### src/rtl/multi_rot_pselect_pkg.sv
// Shared types and constants for the rotating multi-grant issue selector.
// Holds the rotation-mode enum, the LFSR constants and the LFSR step function.
package multi_rot_pselect_pkg;

  localparam int RS_SIZE = 8;

  typedef enum logic [1:0] {
    NONE    = 2'd0,
    WALKING = 2'd1,
    JUMPING = 2'd2,
    RANDOM  = 2'd3
  } ROTATION_TYPE;

  localparam logic [15:0] PSEL_LFSR_SEED = 16'hACE1;
  localparam logic [15:0] PSEL_LFSR_TAPS = 16'hB400;

  // Galois LFSR: shift right and fold the taps in when the bit shifted out is set.
  function automatic logic [15:0] psel_lfsr_next(input logic [15:0] state);
    logic [15:0] shifted;
    shifted = {1'b0, state[15:1]};
    return state[0] ? (shifted ^ PSEL_LFSR_TAPS) : shifted;
  endfunction

endpackage

### src/rtl/multi_rot_pselect_circ_ffs.sv
// Circular find-first-set: locates the first set bit of vec at or after start,
// wrapping past N-1 back to 0. Reports found, a one-hot vector and a binary index.
module circ_ffs #(
  parameter int N = 8
) (
  input  logic [N-1:0]         vec,
  input  logic [$clog2(N)-1:0] start,
  output logic                 found,
  output logic [N-1:0]         onehot,
  output logic [$clog2(N)-1:0] idx
);

  localparam int IDX_W = $clog2(N);

  logic [IDX_W-1:0] pos;

  // NOTE: combinational logic uses blocking '=' and assigns every output a
  // default first, so no path leaves a value unassigned and no latch is inferred.
  always_comb begin
    found  = 1'b0;
    idx    = '0;
    onehot = '0;
    pos    = '0;
    // Scan from the farthest offset down so the nearest hit is written last.
    for (int j = N - 1; j >= 0; j--) begin
      pos = start + IDX_W'(j);
      if (vec[pos]) begin
        found = 1'b1;
        idx   = pos;
      end
    end
    onehot[idx] = found;
  end

endmodule

### src/rtl/multi_rot_pselect.sv
// Rotating multi-grant priority selector: up to W distinct grants per cycle from a
// rotating pointer, with saturating per-entry ages forcing starved entries first.
module multi_rot_pselect
  import multi_rot_pselect_pkg::*;
#(
  parameter int N     = RS_SIZE,
  parameter int W     = 2,
  parameter int AGE_W = 3
) (
  input  logic                          clock,
  input  logic                          reset,
  input  logic [N-1:0]                  req,
  input  logic                          en,
  input  ROTATION_TYPE                  rotator,
  output logic [W-1:0][N-1:0]           gnt,
  output logic [W-1:0]                  gnt_valid,
  output logic [W-1:0][$clog2(N)-1:0]   gnt_idx
);

  localparam int               IDX_W   = $clog2(N);
  localparam logic [AGE_W-1:0] AGE_MAX = '1;
  localparam logic [IDX_W-1:0] HALF    = IDX_W'(N / 2);

  if (N < 2 || (N & (N - 1)) != 0) begin : g_bad_n
    $error("multi_rot_pselect: N must be a power of two, at least 2");
  end
  if (W < 1 || W > 4 || W > N) begin : g_bad_w
    $error("multi_rot_pselect: W must be 1..4 and no larger than N");
  end

  logic [IDX_W-1:0]            ptr;
  logic [IDX_W-1:0]            ptr_nxt;
  logic                        jump_toggle;
  logic                        jump_toggle_nxt;
  logic [15:0]                 lfsr;
  logic [15:0]                 lfsr_nxt;
  logic [N-1:0][AGE_W-1:0]     age;
  logic [N-1:0][AGE_W-1:0]     age_nxt;

  logic [N-1:0]                starved;
  logic                        active;
  logic [W:0][N-1:0]           taken;

  logic [W-1:0]                s_found;
  logic [W-1:0][N-1:0]         s_onehot;
  logic [W-1:0][IDX_W-1:0]     s_idx;
  logic [W-1:0]                r_found;
  logic [W-1:0][N-1:0]         r_onehot;
  logic [W-1:0][IDX_W-1:0]     r_idx;
  logic [W-1:0]                sel_found;
  logic [W-1:0][N-1:0]         sel_onehot;
  logic [W-1:0][IDX_W-1:0]     sel_idx;

  // Outputs are forced low whenever the selector is disabled or held in reset.
  assign active = en & reset;

  always_comb begin
    starved = '0;
    for (int i = 0; i < N; i++) begin
      starved[i] = req[i] & (age[i] == AGE_MAX);
    end
  end

  assign taken[0] = '0;

  for (genvar k = 0; k < W; k++) begin : g_port
    logic [N-1:0] starved_masked;
    logic [N-1:0] req_masked;

    assign starved_masked = starved & ~taken[k];
    assign req_masked     = req & ~taken[k];

    circ_ffs #(.N(N)) u_starve_ffs (
      .vec    (starved_masked),
      .start  ('0),
      .found  (s_found[k]),
      .onehot (s_onehot[k]),
      .idx    (s_idx[k])
    );

    circ_ffs #(.N(N)) u_rot_ffs (
      .vec    (req_masked),
      .start  (ptr),
      .found  (r_found[k]),
      .onehot (r_onehot[k]),
      .idx    (r_idx[k])
    );

    assign sel_found[k]  = s_found[k] | r_found[k];
    assign sel_onehot[k] = s_found[k] ? s_onehot[k] : r_onehot[k];
    assign sel_idx[k]    = s_found[k] ? s_idx[k] : r_idx[k];
    assign taken[k+1]    = taken[k] | sel_onehot[k];

    assign gnt[k]       = active ? sel_onehot[k] : '0;
    assign gnt_valid[k] = active & sel_found[k];
    assign gnt_idx[k]   = active ? sel_idx[k] : '0;
  end

  always_comb begin
    lfsr_nxt        = psel_lfsr_next(lfsr);
    ptr_nxt         = ptr;
    jump_toggle_nxt = jump_toggle;
    unique case (rotator)
      NONE:    ptr_nxt = '0;
      WALKING: ptr_nxt = ptr + IDX_W'(1);
      JUMPING: begin
        ptr_nxt         = ptr + HALF + IDX_W'(jump_toggle);
        jump_toggle_nxt = ~jump_toggle;
      end
      RANDOM:  ptr_nxt = lfsr_nxt[IDX_W-1:0];
      default: ptr_nxt = ptr;
    endcase
  end

  // Granted or idle entries restart their wait; waiting ones age up to AGE_MAX.
  always_comb begin
    age_nxt = age;
    for (int i = 0; i < N; i++) begin
      if (!req[i] || taken[W][i]) begin
        age_nxt[i] = '0;
      end else if (age[i] != AGE_MAX) begin
        age_nxt[i] = age[i] + AGE_W'(1);
      end
    end
  end

  // NOTE: state registers use non-blocking '<=' so every flop samples the values
  // from before the edge. The per-entry ages are ordinary flops, not a RAM, so
  // they are cleared by reset along with the rest of the state.
  always_ff @(posedge clock or negedge reset) begin
    if (!reset) begin
      ptr         <= '0;
      jump_toggle <= 1'b0;
      lfsr        <= PSEL_LFSR_SEED;
      age         <= '0;
    end else if (en) begin
      ptr         <= ptr_nxt;
      jump_toggle <= jump_toggle_nxt;
      lfsr        <= lfsr_nxt;
      age         <= age_nxt;
    end
  end

endmodule

### config.mk
export PLATFORM = sky130hd
export DESIGN_NAME = multi_rot_pselect
export DESIGN_NICKNAME = d
export VERILOG_FILES = /design/src/rtl/multi_rot_pselect_pkg.sv /design/src/rtl/multi_rot_pselect_circ_ffs.sv /design/src/rtl/multi_rot_pselect.sv
export SDC_FILE = /design/constraint.sdc
export NUM_CORES = 1
export LEC_CHECK = 0
export ABC_CLOCK_PERIOD_IN_PS = 11600
export CORE_AREA = 2 2 193 148
export DETAILED_ROUTE_END_ITERATION = 8
export DIE_AREA = 0 0 195 150
export DONT_BUFFER_PORTS = 1
export HOLD_SLACK_MARGIN = 0.03
export PLACE_DENSITY = 0.49
export SYNTH_ARGS = -nofsm -noshare
export SYNTH_HDL_FRONTEND = slang
export SYNTH_HIERARCHICAL = 1
export SYNTH_SLANG_ARGS = --single-unit
### constraint.sdc
create_clock -name clock -period 11.6 [get_ports clock]
set_input_delay 1.16 -clock clock [delete_from_list [all_inputs] [get_ports clock]]
set_output_delay 1.16 -clock clock [all_outputs]
set_load 0.01 [all_outputs]
Word-level counts from Yosys, hierarchy flattened
Cells that the tools add are included.
W data, S select, Z words.
- register bits after elaboration: 44
- input port bits: 13
- output and inout bits: 24
- word-level logic and storage cells: 253
- add/sub/neg operators: 16
- $lt $le $gt $ge: 16
- eq/ne operators: 19
- multiplexer cells: 130
- bitwise operators: 23
- reduce and logical (&&, ||, !) cells: 38
- operator list (kind ; count):
    $mux W3 ; 52
    $mux W1 ; 52
    $and A8 B8 Y8 ; 6
    $bmux W1 S3 ; 16
    $lt A3 B4 Y1 const B ; 12
    $mux W8 ; 4
    $add A3 B1 Y3 const B ; 9
    $eq A3 B3 Y1 const B ; 8
    $ne A3 B3 Y1 const B ; 8
    $reduce_and A2 Y1 ; 9
    $mux W16 ; 1
    $reduce_bool A2 Y1 ; 8
    $add A3 B3 Y3 const B ; 4
    $demux W1 S3 ; 4
    $ge A3 B1 Y1 const B ; 4
    $pmux W3 S4 ; 1
    $and A1 B1 Y1 ; 11
    $logic_not A1 Y1 ; 8
    $logic_or A1 B1 Y1 ; 8
    $not A8 Y8 ; 1
    $or A8 B8 Y8 ; 1
    $add A3 B2 Y3 const B ; 2
    $eq A2 B2 Y1 const B ; 2
    $logic_and A1 B1 Y1 ; 4
    6 further kinds ; 7

Depth between registers and ports, before layout
- depth after elaboration: 39
- depth in mapped cells: 23
- depth with buffers taken out: 23

Cells and area by module
Netlist, hierarchy kept.
- by module, submodules not included (module ; times used ; cells an instance ; area an instance (um^2) ; sequential area each (um^2)):
    circ_ffs at g_port[0].u_rot_ffs ... ; 3 ; 133 ; 1171.1 ; 0.0
    multi_rot_pselect ; 1 ; 254 ; 2860.2 ; 1111.1
    circ_ffs at g_port[1].u_starve_ffs ; 1 ; 108 ; 924.6 ; 0.0

Least setup slack after synthesis
Ideal clock, no wire load.
- path type: in2out
- start: in req[6]
- end: out gnt[10] in the netlist's numbering
- arrival time: 5.722 ns
- data required time: 10.440 ns
- setup slack: 4.718 ns
- stages on the path: 20
- path buffers: 0
- cell sequence: inv_1 > nor2_1 > mux4_1 > or2_2 > a311o_1 > a211oi_1 > a2111oi_4 > inv_2 > nor4b_2 > mux2_4 > nor2_1 > mux2i_1 > mux4_1 > nand2_1 > a211oi_1 > a2111oi_4 > inv_2 > nor4b_2 > mux2_4 > nor2b_1
- RTL lines (element ; line ; source):
    start: declaration ; multi_rot_pselect.sv:12 ; input logic [N-1:0] req,
    end: declaration ; multi_rot_pselect.sv:15 ; output logic [W-1:0][N-1:0] gnt,

==> flow_summary.toml <==
[run_status]
status = "complete, no violations"

[worst_setup_path]
cp_cell_sequence = "buf_4, mux4_2, mux2i_1, mux2i_1, o2111ai_1, o22a_1, nor4b_2, mux2_4, nor2_1, mux2i_1, mux4_1, nand2_1, a211oi_1, a2111oi_4, inv_2, nor4b_2, mux2_4, nor2b_1"
cp_top_family = "multiplexers"
cp-end-kind = "output pin"
reg2reg_depth = 19
rrSetupSlack_ns = 4.30
cp_common_cell = "mux2i_1"
cp_max_fo = 55
rr_startpoint = "ptr[0]"
path_class = "reg2out"
crit_required_ns = 10.44
start_kind = "flip-flop"
slowest_stage = "mux4_2"
cp_data_arrival_time_ns = 6.98
reg2reg_to = "age[0]"
max_stage_delay_ns = 0.66
critPathBufInv = 2

[drt]
wl_per_cell_um = 18.29
ant_nets = 0
first_iter_violations = 565
firstDrtPassIters = 6
drcViolationCount = 0
wl_met3_mm = 1.393
highest_layer = "met4"
routed_wirelength_mm = 20.27
num_vias = 6121
viasPerCell = 5.524
wl_met2_mm = 8.408
wl_met1_mm = 10.33

[die]
dieArea_sq_mm = 0.02925
die_height_um = 150
core_area_sq_mm = 0.02745
rows = 53
fp.dieW_um = 195
initial_utilization_pct = 26.58
ios = 37

[timing]
slew_headroom_pct = 35.69
setup_violations = 0
fin_worst_skew_ns = 0.004814
fin_crit_ns = 8.141
rsz0062_at_grt = "no"
whs_ns = 0.4738
finalSetupTns_ns = 0
period_share_pct = 70.18
slew_violations = 0
fmax_mhz = 122.8
hold_viol_final = 0
worst_pin_slew_ns = 0.9403

[global_routing]
grt_util_all_layers_pct = 13.86
grt_pass1_vias = 5639
grt_pass1_wl_mm = 32.47
antenna_found_initial = 0
grt_max_degree = 56
grt_overflow = 0

[cts]
clk_pin_slew_ns = 0.07
cts_buffers = 5
root_buffer = "clkbuf_16"
cts_buffer_depth = 2
cts_resized = 0
cts_tree = "done"
cts_setup_buffers = 0
htreeDepth = 2
holdBufCountCts = 0
clock_latency_ns = 0.29
clock_sinks = 44

[logic_synthesis]
ys_ff_latch = 44
synth-seq-area-share_pct = 15.22
synth.area.mux_share_pct = 31.75
synthDistinctLibCells = 77
synth_top_family_by_area = "multiplexers"
synthAdderAreaFrac_pct = 4.629
synth_warnings = 6
synth_simple_gate_area_share_pct = 19.73
synth_compound_area_share_pct = 18.81
synthCells = 761
synthArstFlopShare_pct = 100.0
synth_edf_count = 0
netlist_area_sq_mm = 0.007298
syn_avg_cell_area_sq_um = 9.590
synth_xor_area_share_pct = 3.840
synth_flop_cell = "dfrtp_1"

[cells_and_area]
multiInputGateArea_sq_mm = 0.005812
n_antenna_cell = 0
nets = 790
final-seq-area_sq_mm = 0.001114
area_growth_pct = 6.497
fillCellCount = 2906
drive_above_1_share_pct = 21.44

[place]
place.gp.congestion = 0.8934
portBuffers = 0
dp_hpwl_mm = 15.45

[min_path]
hold_start = "jump_toggle"
hold_class = "reg2reg"
min_to = "jump_toggle"
hold_depth = 1

[flow_run]
drv_cap = 0

[pwr]
power_leakage_nw = 3.172
p_clk_share_pct = 12.0
power_density_mw_per_mm2 = 179.9
seqPwrFrac_pct = 19.1
p_sw_share_pct = 46.32
power_switching_w = 0.0006477
ir_drop_uv = 88.97
p_comb_share_pct = 68.9
p_int_w = 0.0007506
[flip-flops by register name (all words and copies together) (netlist names)]
signal       flops
ptr              3
jump_toggle      1
age             24
lfsr            16
[synthesized netlist by cell type, drive strengths merged, types with 10 or more instances]
| library cell | instances | area [sq um] |
|---|---|---|
| nor4 | 15 | 193.9 |
| nor3 | 13 | 65.06 |
| o21ai | 14 | 73.82 |
| mux4 | 37 | 863.3 |
| nand2 | 35 | 131.4 |
| mux2i | 71 | 721.9 |
| nor3b | 10 | 75.07 |
| nor2b | 20 | 125.1 |
| a22o | 25 | 219.0 |
| xor2 | 11 | 118.9 |
| nor2 | 67 | 251.5 |
| xnor2 | 12 | 161.4 |
| a21oi | 27 | 135.1 |
| buf | 27 | 191.4 |
| mux2 | 61 | 731.9 |
| clkbuf | 10 | 37.54 |
| inv | 52 | 195.2 |
| a211oi | 13 | 97.59 |
| and3 | 12 | 75.07 |
| nand2b | 16 | 100.1 |
| a2111oi | 10 | 150.1 |
| ha | 27 | 337.8 |
| nand3 | 17 | 85.08 |
| dfrtp | 36 | 900.9 |
[how the worst max path moves through the flow]
stage,from,to,slack (ns),depth (start not counted)
6_report,ptr[0],gnt[10],3.46,18
5_1_grt,ptr[0],gnt[8],2.99,18
4_1_cts,ptr[0],gnt[8],3.54,18
3_5_place_dp,req[0],gnt[10],3.66,19
3_3_place_gp,req[0],gnt[12],3.73,19
2_1_floorplan,req[6],gnt[10],4.72,20
[cells by family after synthesis]
logic type / count (synthesis)
other: 1
adders and majority gates: 27
DFF: 44
buffers and inverters: 92
and+or+nand+nor: 244
xor gates and xnor gates: 23
AOI/OAI and AO/OA: 161
muxes: 169
[layer usage]
| layer | track usage (%) | vias up |
|---|---|---|
| li1 | - | 2900 |
| met1 | 21.48 | 3001 |
| met2 | 19.84 | 210 |
| met3 | 2.434 | 10 |
| met4 | 2.481 | 0 |
| met5 | 0 | - |
[through the flow]
step | setup slack [ns] | total power [W] | instances | utilization [%] | area, sq um
floorplan | 4.718 | 0.001044 | 777 | - | 7358
global placement | 3.730 | 0.001225 | 1100 | 27.69 | 7601
detailed placement | 3.664 | 0.001217 | 1100 | 27.69 | 7601
CTS | 3.541 | 0.001392 | 1108 | 28.31 | 7772
global route | 2.994 | 0.001507 | 1108 | 28.31 | 7772
finish | 3.459 | 0.001398 | 1108 | 28.31 | 7772
[power by group through the flow]
stage | combinational [W] | sequential, W | clock (W)
2_1_floorplan | 0.000782 | 0.000261 | 0
3_3_place_gp | 0.000954 | 0.000271 | 0
3_5_place_dp | 0.000946 | 0.000271 | 0
4_1_cts | 0.000951 | 0.000268 | 0.000173
5_1_grt | 0.00105 | 0.000278 | 0.000179
6_report | 0.000963 | 0.000267 | 0.000168
[layout by cell type (no fill, tap or decap), types with 8 or more instances in the layout]
master,instances
mux2i_1,68
nor2_1,67
inv_1,49
mux2_2,48
nand2_1,35
dfrtp_1,34
mux4_2,29
a21oi_1,27
ha_1,27
a22o_1,25
nor2b_1,20
nand3_1,17
conb_1,17
nand2b_1,16
nor3_1,13
a211oi_1,13
mux2_4,12
and3_1,12
nor3b_1,10
xnor2_1,9
o21ai_0,9
a211o_1,8
xor2_1,8
mux4_1,8
dfstp_2,8
[layout make-up]
class	count	area share, %
sequential	44	14.33
inverter	55	2.656
multi-input combinational	641	74.77
tap	357	5.747
clock buffer	5	1.610
clock inverter	3	0.5956
timing repair buffer	3	0.2898
[worst reg2reg max path, cell delays in order (launching register included)]
cell	delay, ns
dfrtp_2	0.59
buf_4	0.63
mux2i_1	0.60
mux2i_1	0.14
mux2_2	0.34
o22a_1	0.26
a2111oi_4	0.48
inv_2	0.14
nor4b_2	0.30
mux2_4	0.27
nor2_1	0.11
mux4_2	0.54
mux2i_1	0.46
nand2_1	0.08
or4b_1	0.81
nand4b_1	0.32
a211oi_1	0.08
mux2_2	0.32
nor4_1	0.52
mux2_2	0.26
Power figures use the tool's default switching activity.
